--- src/rtl/sort_pkg.sv ---
// sort_pkg: shared widths, drain FSM states and a constant log2 helper for the sort core
package sort_pkg;
  localparam int DATA_W = 32;
  localparam int COUNT_W = 11;
  localparam int MAX_ELEMS = 1024;
  typedef enum logic [1:0] {IDLE, ISSUE, FLUSH} state_t;
  function automatic int clog2(input int v);
    int r = 0;
    while ((1 << r) < v) r++;
    return r;
  endfunction
endpackage

--- src/rtl/sort_drain_fifo.sv ---
// sort_drain_fifo: synchronous FIFO with wrap-bit pointers and a combinational head read
module sort_drain_fifo import sort_pkg::*; #(
  parameter int DEPTH = 4,
  parameter int WIDTH = 32
) (
  input  logic                     clock,
  input  logic                     reset,
  input  logic                     push,
  input  logic                     pop,
  input  logic [WIDTH-1:0]         wdata,
  output logic [WIDTH-1:0]         rdata,
  output logic [clog2(DEPTH):0]    count,
  output logic                     empty,
  output logic                     full
);
  localparam int AW = clog2(DEPTH);
  logic [WIDTH-1:0] mem [DEPTH];
  logic [AW:0] wp, rp;
  logic do_push, do_pop;
  assign do_push = push && !full;
  assign do_pop = pop && !empty;
  assign count = wp - rp;
  assign empty = wp == rp;
  assign full = (wp[AW] != rp[AW]) && (wp[AW-1:0] == rp[AW-1:0]);
  // Head reads as zero when empty so nothing stale leaks onto the stream
  assign rdata = empty ? '0 : mem[rp[AW-1:0]];
  always_ff @(posedge clock or negedge reset)
    if (!reset) begin
      wp <= '0;
      rp <= '0;
    end else begin
      if (do_push) wp <= wp + (AW+1)'(1);
      if (do_pop) rp <= rp + (AW+1)'(1);
    end
  always_ff @(posedge clock)
    if (do_push) mem[wp[AW-1:0]] <= wdata;
endmodule

--- src/rtl/sort_drain.sv ---
// sort_drain: pulls the sorted array out of the core, streams it with a last flag,
// and flags any unsigned descent in the stream
module sort_drain import sort_pkg::*; #(
  parameter int DATA_W = sort_pkg::DATA_W,
  parameter int COUNT_W = sort_pkg::COUNT_W,
  parameter int RD_LAT = 1,
  parameter int FIFO_DEPTH = 4
) (
  input  logic               clock,
  input  logic               reset,
  input  logic               drain_start,
  input  logic [COUNT_W-1:0] elem_count,
  output logic               rd_en,
  input  logic [DATA_W-1:0]  sorted_data,
  output logic               m_valid,
  input  logic               m_ready,
  output logic [DATA_W-1:0]  m_data,
  output logic               m_last,
  output logic               busy,
  output logic               drain_done,
  output logic               order_err
);
  localparam int IW = clog2(FIFO_DEPTH) + 1;
  state_t state, nxt;
  logic [COUNT_W-1:0] issue_left, accept_left;
  logic [IW-1:0] inflight, fifo_count;
  logic [RD_LAT-1:0] rd_pipe;
  logic [DATA_W-1:0] prev_word;
  logic prev_valid, push, pop, empty, full, start, last_acc;
  assign start = drain_start && state == IDLE;
  assign push = rd_pipe[RD_LAT-1];
  assign m_valid = !empty;
  assign pop = m_valid && m_ready;
  assign m_last = m_valid && accept_left == COUNT_W'(1);
  assign last_acc = pop && accept_left == COUNT_W'(1);
  assign busy = state != IDLE;
  sort_drain_fifo #(.DEPTH(FIFO_DEPTH), .WIDTH(DATA_W)) u_fifo (
    .clock(clock), .reset(reset), .push(push), .pop(pop), .wdata(sorted_data),
    .rdata(m_data), .count(fifo_count), .empty(empty), .full(full)
  );
  always_ff @(posedge clock or negedge reset)
    if (!reset) state <= IDLE;
    else state <= nxt;
  // Credit rule: words buffered plus words in flight never exceed the FIFO depth
  always_comb begin
    rd_en = state == ISSUE && issue_left != '0 && !full && (fifo_count + inflight) < IW'(FIFO_DEPTH);
    nxt = (start && elem_count != '0) ? ISSUE :
          (state == ISSUE && rd_en && issue_left == COUNT_W'(1)) ? FLUSH :
          (state == FLUSH && last_acc) ? IDLE : state;
  end
  always_ff @(posedge clock or negedge reset)
    if (!reset) begin
      rd_pipe <= '0;
      inflight <= '0;
      issue_left <= '0;
      accept_left <= '0;
      prev_word <= '0;
      prev_valid <= 1'b0;
      order_err <= 1'b0;
      drain_done <= 1'b0;
    end else begin
      rd_pipe <= (rd_pipe << 1) | RD_LAT'(rd_en);
      inflight <= inflight + IW'(rd_en) - IW'(push);
      drain_done <= (start && elem_count == '0) || (state == FLUSH && last_acc);
      if (start) begin
        issue_left <= elem_count;
        accept_left <= elem_count;
        order_err <= 1'b0;
        prev_valid <= 1'b0;
      end else begin
        if (rd_en) issue_left <= issue_left - COUNT_W'(1);
        if (pop) accept_left <= accept_left - COUNT_W'(1);
        if (push) begin
          order_err <= order_err || (prev_valid && sorted_data < prev_word);
          prev_word <= sorted_data;
          prev_valid <= 1'b1;
        end
      end
    end
endmodule

--- config.mk ---
export PLATFORM = sky130hd
export DESIGN_NAME = sort_drain
export DESIGN_NICKNAME = d
export VERILOG_FILES = /design/src/rtl/sort_pkg.sv /design/src/rtl/sort_drain_fifo.sv /design/src/rtl/sort_drain.sv
export SDC_FILE = /design/constraint.sdc
export NUM_CORES = 1
export LEC_CHECK = 0
export ABC_CLOCK_PERIOD_IN_PS = 3100
export BUFFER_PORTS_ARGS = -buffer_cell sky130_fd_sc_hd__buf_2
export CAP_MARGIN = 20
export CORE_UTILIZATION = 53
export DETAILED_ROUTE_END_ITERATION = 7
export PLACE_DENSITY = 0.75
export SETUP_SLACK_MARGIN = 0.4
export SLEW_MARGIN = 25
export SYNTH_ARGS = -nofsm -noshare
export SYNTH_HDL_FRONTEND = slang
export SYNTH_SLANG_ARGS = --single-unit
--- constraint.sdc ---
create_clock -name clock -period 3.1 [get_ports clock]
set_input_delay 0 -clock clock [delete_from_list [all_inputs] [get_ports clock]]
set_output_delay 0 -clock clock [all_outputs]
set_load 0.05 [all_outputs]
# After elaboration in Yosys (flattened, before gate mapping)
# Memories as Yosys holds them, arrays and structs flattened.
# Index checks and enable logic that the tools add are counted.
totals:
  in_bits: 47
  output_inout_bits: 38
  wordCells: 74
  memories: 1
  ramBits: 128
  reg_bits: 69
op_classes:
  n_mux: 14
  order_cmp: 2
  eq_ne: 7
  reduce_logical: 30
  addsub: 8
  n_bitwise: 1
memory_table:
  columns: ["name", "words", "width", "rd", "rd_clocked_by_memory_dff", "wr", "line_no", "source"]
  rows:
  - ["u_fifo.mem", 4, 32, 1, 0, 1, "sort_drain_fifo.sv:17", "logic [WIDTH-1:0] mem [DEPTH];"]
op_table:
  columns: ["cell", "count"]
  rows:
  - ["11-bit two-way mux", 4]
  - ["32-bit less-than comparator", 1]
  - ["32-bit two-way mux", 1]
  - ["11-bit by 1-bit == test with 1-bit output, second input constant", 2]
  - ["11-bit nonzero test", 2]
  - ["11-bit by 1-bit subtractor with 11-bit output, second input constant", 2]
  - ["1-bit logical AND", 16]
  - ["11-bit logical NOT", 1]
  - ["2-bit nonzero test", 4]
  - ["3-bit by 1-bit adder with 3-bit output, second input constant", 2]
  - ["1-bit two-way mux", 6]
  - ["2-bit two-way mux", 3]
  - ["3-bit by 1-bit adder with 3-bit output", 1]
  - ["3-bit adder", 1]
  - ["3-bit == test", 1]
  - ["3-bit less-than comparator, second input constant", 1]
  - ["3-bit nonzero test", 1]
  - ["3-bit by 1-bit subtractor with 3-bit output", 1]
  - ["3-bit subtractor", 1]
  - ["2-bit by 1-bit == test with 1-bit output, second input constant", 1]
  - ["2-bit == test", 1]
  - ["2-bit == test, second input constant", 1]
  - ["1-bit logical NOT", 2]
  - ["2-bit logical NOT", 1]
  - ["other kinds (4)", 5]

# Longest topological paths before layout
depth:
  depth_word: 9
  mapped_depth: 12
  depth_no_buf: 12

# Hierarchy
# From an unflattened synthesis, not the netlist that was laid out.
unflattened:
  hier_cells: 595
  hier_area_um2: 9242.6
by_module_without_submodules:
  columns: ["mod", "cells_per_inst", "instances", "seq_area_each_um2", "area_each_um2"]
  rows:
  - ["sort_drain_fifo", 247, 1, 3993.8, 5580.4]
  - ["sort_drain", 348, 1, 1576.5, 3662.3]

# Worst setup path after synthesis
# No wires, ideal clock.
synth_path:
  path_type: "register to register"
  from: "register u_fifo.wp[1]"
  to: "register inflight[2]"
  path_stages_with_launch: 13
  setup_ps: 80
  required_ps: 3020
  slack_ps: -99
  n_path_buf: 0
  arrival_ps: 3119
  synth_period_minus_slack_ps: 3199
  cell_sequence: "dfrtp_1 > inv_1 > fa_1 > inv_1 > ha_1 > a31oi_1 > xnor2_4 > nand2_4 > inv_1 > ha_1 > fa_1 > xnor2_1 > xnor2_1"
synth_via:
  elab_chain_cells: 7
  elab_cells_between_ends: 10
  cone_classes: "4 x add/sub; 1 x order compare; 1 x eq/ne; 4 x reduce/logical"
synth_lines:
  columns: ["element", "line_no", "source"]
  rows:
  - ["start, declared", "sort_drain_fifo.sv:18", "logic [AW:0] wp, rp;"]
  - ["start signal, assigned", "sort_drain_fifo.sv:32", "if (do_push) wp <= wp + (AW+1)'(1);"]
  - ["branches (longest 4 deep; another with 3-bit subtractor)", null, null]
  - ["1-bit logical AND *", "sort_drain.sv:46", "rd_en = state == ISSUE && issue_left != '0 && !full && (fifo_count + inflight) < IW'(FIFO_DEPTH);"]
  - ["net rd_en", "sort_drain.sv:13", "output logic rd_en,"]
  - ["3-bit by 1-bit adder with 3-bit output *", "sort_drain.sv:63", "inflight <= inflight + IW'(rd_en) - IW'(push);"]
  - ["3-bit by 1-bit subtractor with 3-bit output *", "sort_drain.sv:63", null]
  - ["end signal, assigned", "sort_drain.sv:63", null]
  - ["end, declared", "sort_drain.sv:26", "logic [IW-1:0] inflight, fifo_count;"]
# Mark *: on every way through the listed nets, which the timed path passes.
# A chain may end at the register's enable or synchronous reset.

# Final worst setup path
layout_path:
  from: "register issue_left[6]"
  to: "register inflight[2]"
layout_via:
  elab_chain_cells: 6
layout_lines:
  columns: ["element", "line_no", "source"]
  rows:
  - ["start, declared", "sort_drain.sv:25", "logic [COUNT_W-1:0] issue_left, accept_left;"]
  - ["start signal, assigned", "sort_drain.sv:66", "issue_left <= elem_count;"]
  - ["start signal, assigned", "sort_drain.sv:71", "if (rd_en) issue_left <= issue_left - COUNT_W'(1);"]
  - ["11-bit nonzero test", "sort_drain.sv:46", null]
  - ["1-bit logical AND (3 in series)", "sort_drain.sv:46", null]
  - ["3-bit by 1-bit adder with 3-bit output", "sort_drain.sv:63", null]
  - ["3-bit by 1-bit subtractor with 3-bit output", "sort_drain.sv:63", null]
# Every way passes these cells.

==> metrics.yaml <==
status:
  status: "finished, final reports clean"
die:
  die_x_um: 132
  die_h_um: 132
  core_um2: 16500
  io_pins: 85
  start_util_pct: 54.1
  rows: 47
  fp.dieArea_um2: 17300
setup_path:
  critical_path.max_fanout: 7
  startpoint_type: "flop"
  criticalPathCategory: "reg2reg"
  end_kind: "flop"
  critPathRequiredTime_ns: 3.41
  path_cells: "or4_1 -> nor4_4 -> and4bb_2 -> nand2_4 -> clkinvlp_4 -> ha_4 -> fa_2 -> xnor2_2 -> xnor2_1"
  slowest_delay_ns: 0.62
  cp_slowest_cell: "or4_1"
  arrival_ns: 3.04
clock_network:
  cts_max_level: 4
  cts_buffer_depth: 2
  cts_buffers: 17
  cts_tree: "yes"
  clock_latency_ns: 0.43
  clk_pin_slew_worst_paths_ns: 0.06
  ctsRootBufferMaster: "clkbuf_16"
  cts.sinks: 197
synthesis:
  synth_area_leaders: "edfxtp_1 (43%), dfrtp_1 (19%), mux4_2 (8.1%), ha_1 (6.2%), mux2_2 (4.2%)"
  synthDistinctLibCells: 50
  synth_most_common_cell: "edfxtp_1"
  synth_edf_count: 128
  syn_area_per_cell_um2: 15.0
  synth-seq-cells: 197
  ys_seq_area_share_pct: 62.6
  synthArstFlopShare_pct: 35.0
  synth_top_area_share_pct: 43.2
  synth_ff_type: "edfxtp_1"
  ys_warn_count: 0
  syn-instance-count: 595
  synthTopCellsByCount: "edfxtp_1 (128), dfrtp_1 (69), inv_1 (47)"
  syn_nets: 688
  synth_area_leader_cell: "edfxtp_1"
  synth.cell_area_um2: 8900
layout:
  stdcell_area_um2: 10800
  num_antenna_cells: 0
  nets: 838
  final_cells: 978
  fill_cells: 1186
  syn_to_final_growth_pct: 21.7
  drive_above_1_share_pct: 29.6
routing:
  vias: 5410
  drt-pass1-iter-count: 4
  drt-vias-per-instance: 5.53
  postRouteAntennaNets: 0
  totalWireLength_mm: 18.4
  drc: 0
  wire_per_inst_um: 18.8
  drt_iter0_drc: 304
pwr:
  power_density_nw_per_um2: 478
  leakage_nw: 4.26
  ir_drop_uv: 405
hold_path:
  hp-class: "in2reg"
timing:
  setup_viol: 0
  timing.final.crit_share_pct: 87.9
  period_minus_slack_ns: 2.72
  final-hold-violation-count: 0
  rsz0062_at_grt: "true"
  skew_ns: 0.00834
  timing.setup.tns_ns: 0
  max_freq_mhz: 367
  relSlewSlack_pct: 52.6
  maxSlewViolCount: 0
  worst_pin_slew_ns: 0.711
place:
  portBuffers: 84
  placed_area_um2: 9710
  dp_hpwl_mm: 12.0
  place_congestion: 0.780
  dpl.cell_count: 896
global_route:
  grt_first_pass_wirelength_mm: 29.9
  grtUsageTotal_pct: 22.8
  antenna_found_initial: 0
  grt_pass1_vias: 5794
  grt_max_degree: 44
  grt.overflow.total: 0
flow_run:
  cap_violations: 0
==> power by group <==
part / internal, mW / switching, mW
sequential: 2.80 / 0
combinational: 0.0854 / 0.0947
clock: 1.27 / 0.929
total: 4.16 / 1.02
==> path summary, 6_finish.rpt <==
| kind | depth (start not counted) | start | end | slack, ns |
|---|---|---|---|---|
| worst min-delay path | 4 | m_ready | u_fifo.rp[1] | 0.03 |
| max in group asynchronous | 3 | reset | prev_word[12] | 2.29 |
| worst min register to register | 1 | prev_word[24] | prev_word[24] | 0.51 |
| min in group asynchronous | 2 | reset | prev_word[18] | 0.14 |
| worst max-delay path | 9 | issue_left[6] | inflight[2] | 0.38 |
| worst max register to register | 9 | issue_left[6] | inflight[2] | 0.38 |
==> state kept, by name, summed over array words and instances, names as in the netlist <==
signal / count
u_fifo.mem: 128
prev_word: 32
accept_left: 11
issue_left: 11
inflight: 3
u_fifo.rp: 3
u_fifo.wp: 3
state: 2
drain_done: 1
order_err: 1
prev_valid: 1
push: 1
==> cell usage in the layout, fill, tap and decap left out, types with 7 or more instances in the layout <==
master and instances:
nand2_1 20, dlygate4sd3_1 45, a21oi_1 23, mux4_2 32, ha_1 42, and2_1 35
inv_1 43, nand3_1 12, mux2_2 33, o21ai_0 11, xnor2_1 9, edfxtp_1 128
a21o_1 9, dfrtp_1 67, xor2_1 11, nor2_1 17, nand4_1 7, buf_2 83
buf_4 22, clkbuf_16 17
==> through the flow <==
| stage | worst slack [ns] | power (mW) | hold slack, ns | util [%] |
|---|---|---|---|---|
| 2_1_floorplan | 0.189 | 2.90 | -0.296 | - |
| 3_3_place_gp | 0.368 | 2.98 | 0.234 | 59.0 |
| 3_5_place_dp | 0.248 | 2.99 | 0.249 | 59.0 |
| 4_1_cts | 0.392 | 5.22 | 0.0149 | 65.5 |
| 5_1_grt | 0.285 | 5.33 | 0.0668 | 65.8 |
| 6_report | 0.376 | 5.18 | 0.0287 | 65.8 |
==> worst max-delay path, delay by kind of cell (launching register included) <==
kind          cells  cell delay (ns)
xor+xnor          2             0.28
buf+inv           1             0.12
simple gates      4             1.24
fa+ha+maj         2             0.52
flops             1             0.45
==> cell families (layout without fill, tap and decap cells) <==
family,after synthesis,count (layout),share of synthesized area (%)
flip-flops,197,197,62.6
multiplexers,66,66,12.4
AND/OR/NAND/NOR,134,134,8.59
buffers and inverters,67,230,2.84
AO/OA/AOI/OAI,61,61,4.30
XOR/XNOR,24,24,2.66
adder cells (fa/ha/maj),46,46,6.64
==> final cells by class <==
class	count	area, um2	area share, %
clock buffers	21	440	4.06
clock inverters	11	155	1.43
inverters	47	180	1.66
multi-input cells	331	3160	29.2
flip-flops and latches	197	5570	51.4
well taps	220	275	2.54
repair buffers	151	1050	9.70
==> timing repair <==
action	4_1_cts	5_1_grt
endpoints found under the hold margin	225	0
resized for setup	5	2
setup endpoints to repair	24	2
gates cloned	0	0
hold buffers	45	0
setup buffers	1	4
pin swaps	1	1
==> routing by layer <==
| metal | global-route usage [%] | vias to the layer above | share of wire [%] |
|---|---|---|---|
| li1 | - | 2501 | - |
| met1 | 28.0 | 2750 | 41 |
| met2 | 40.2 | 130 | 53 |
| met3 | 4.24 | 29 | 3.8 |
| met4 | 8.07 | 0 | 1.6 |
| met5 | 0 | - | 0 |
No activity file was read; power rests on OpenSTA's default activity.
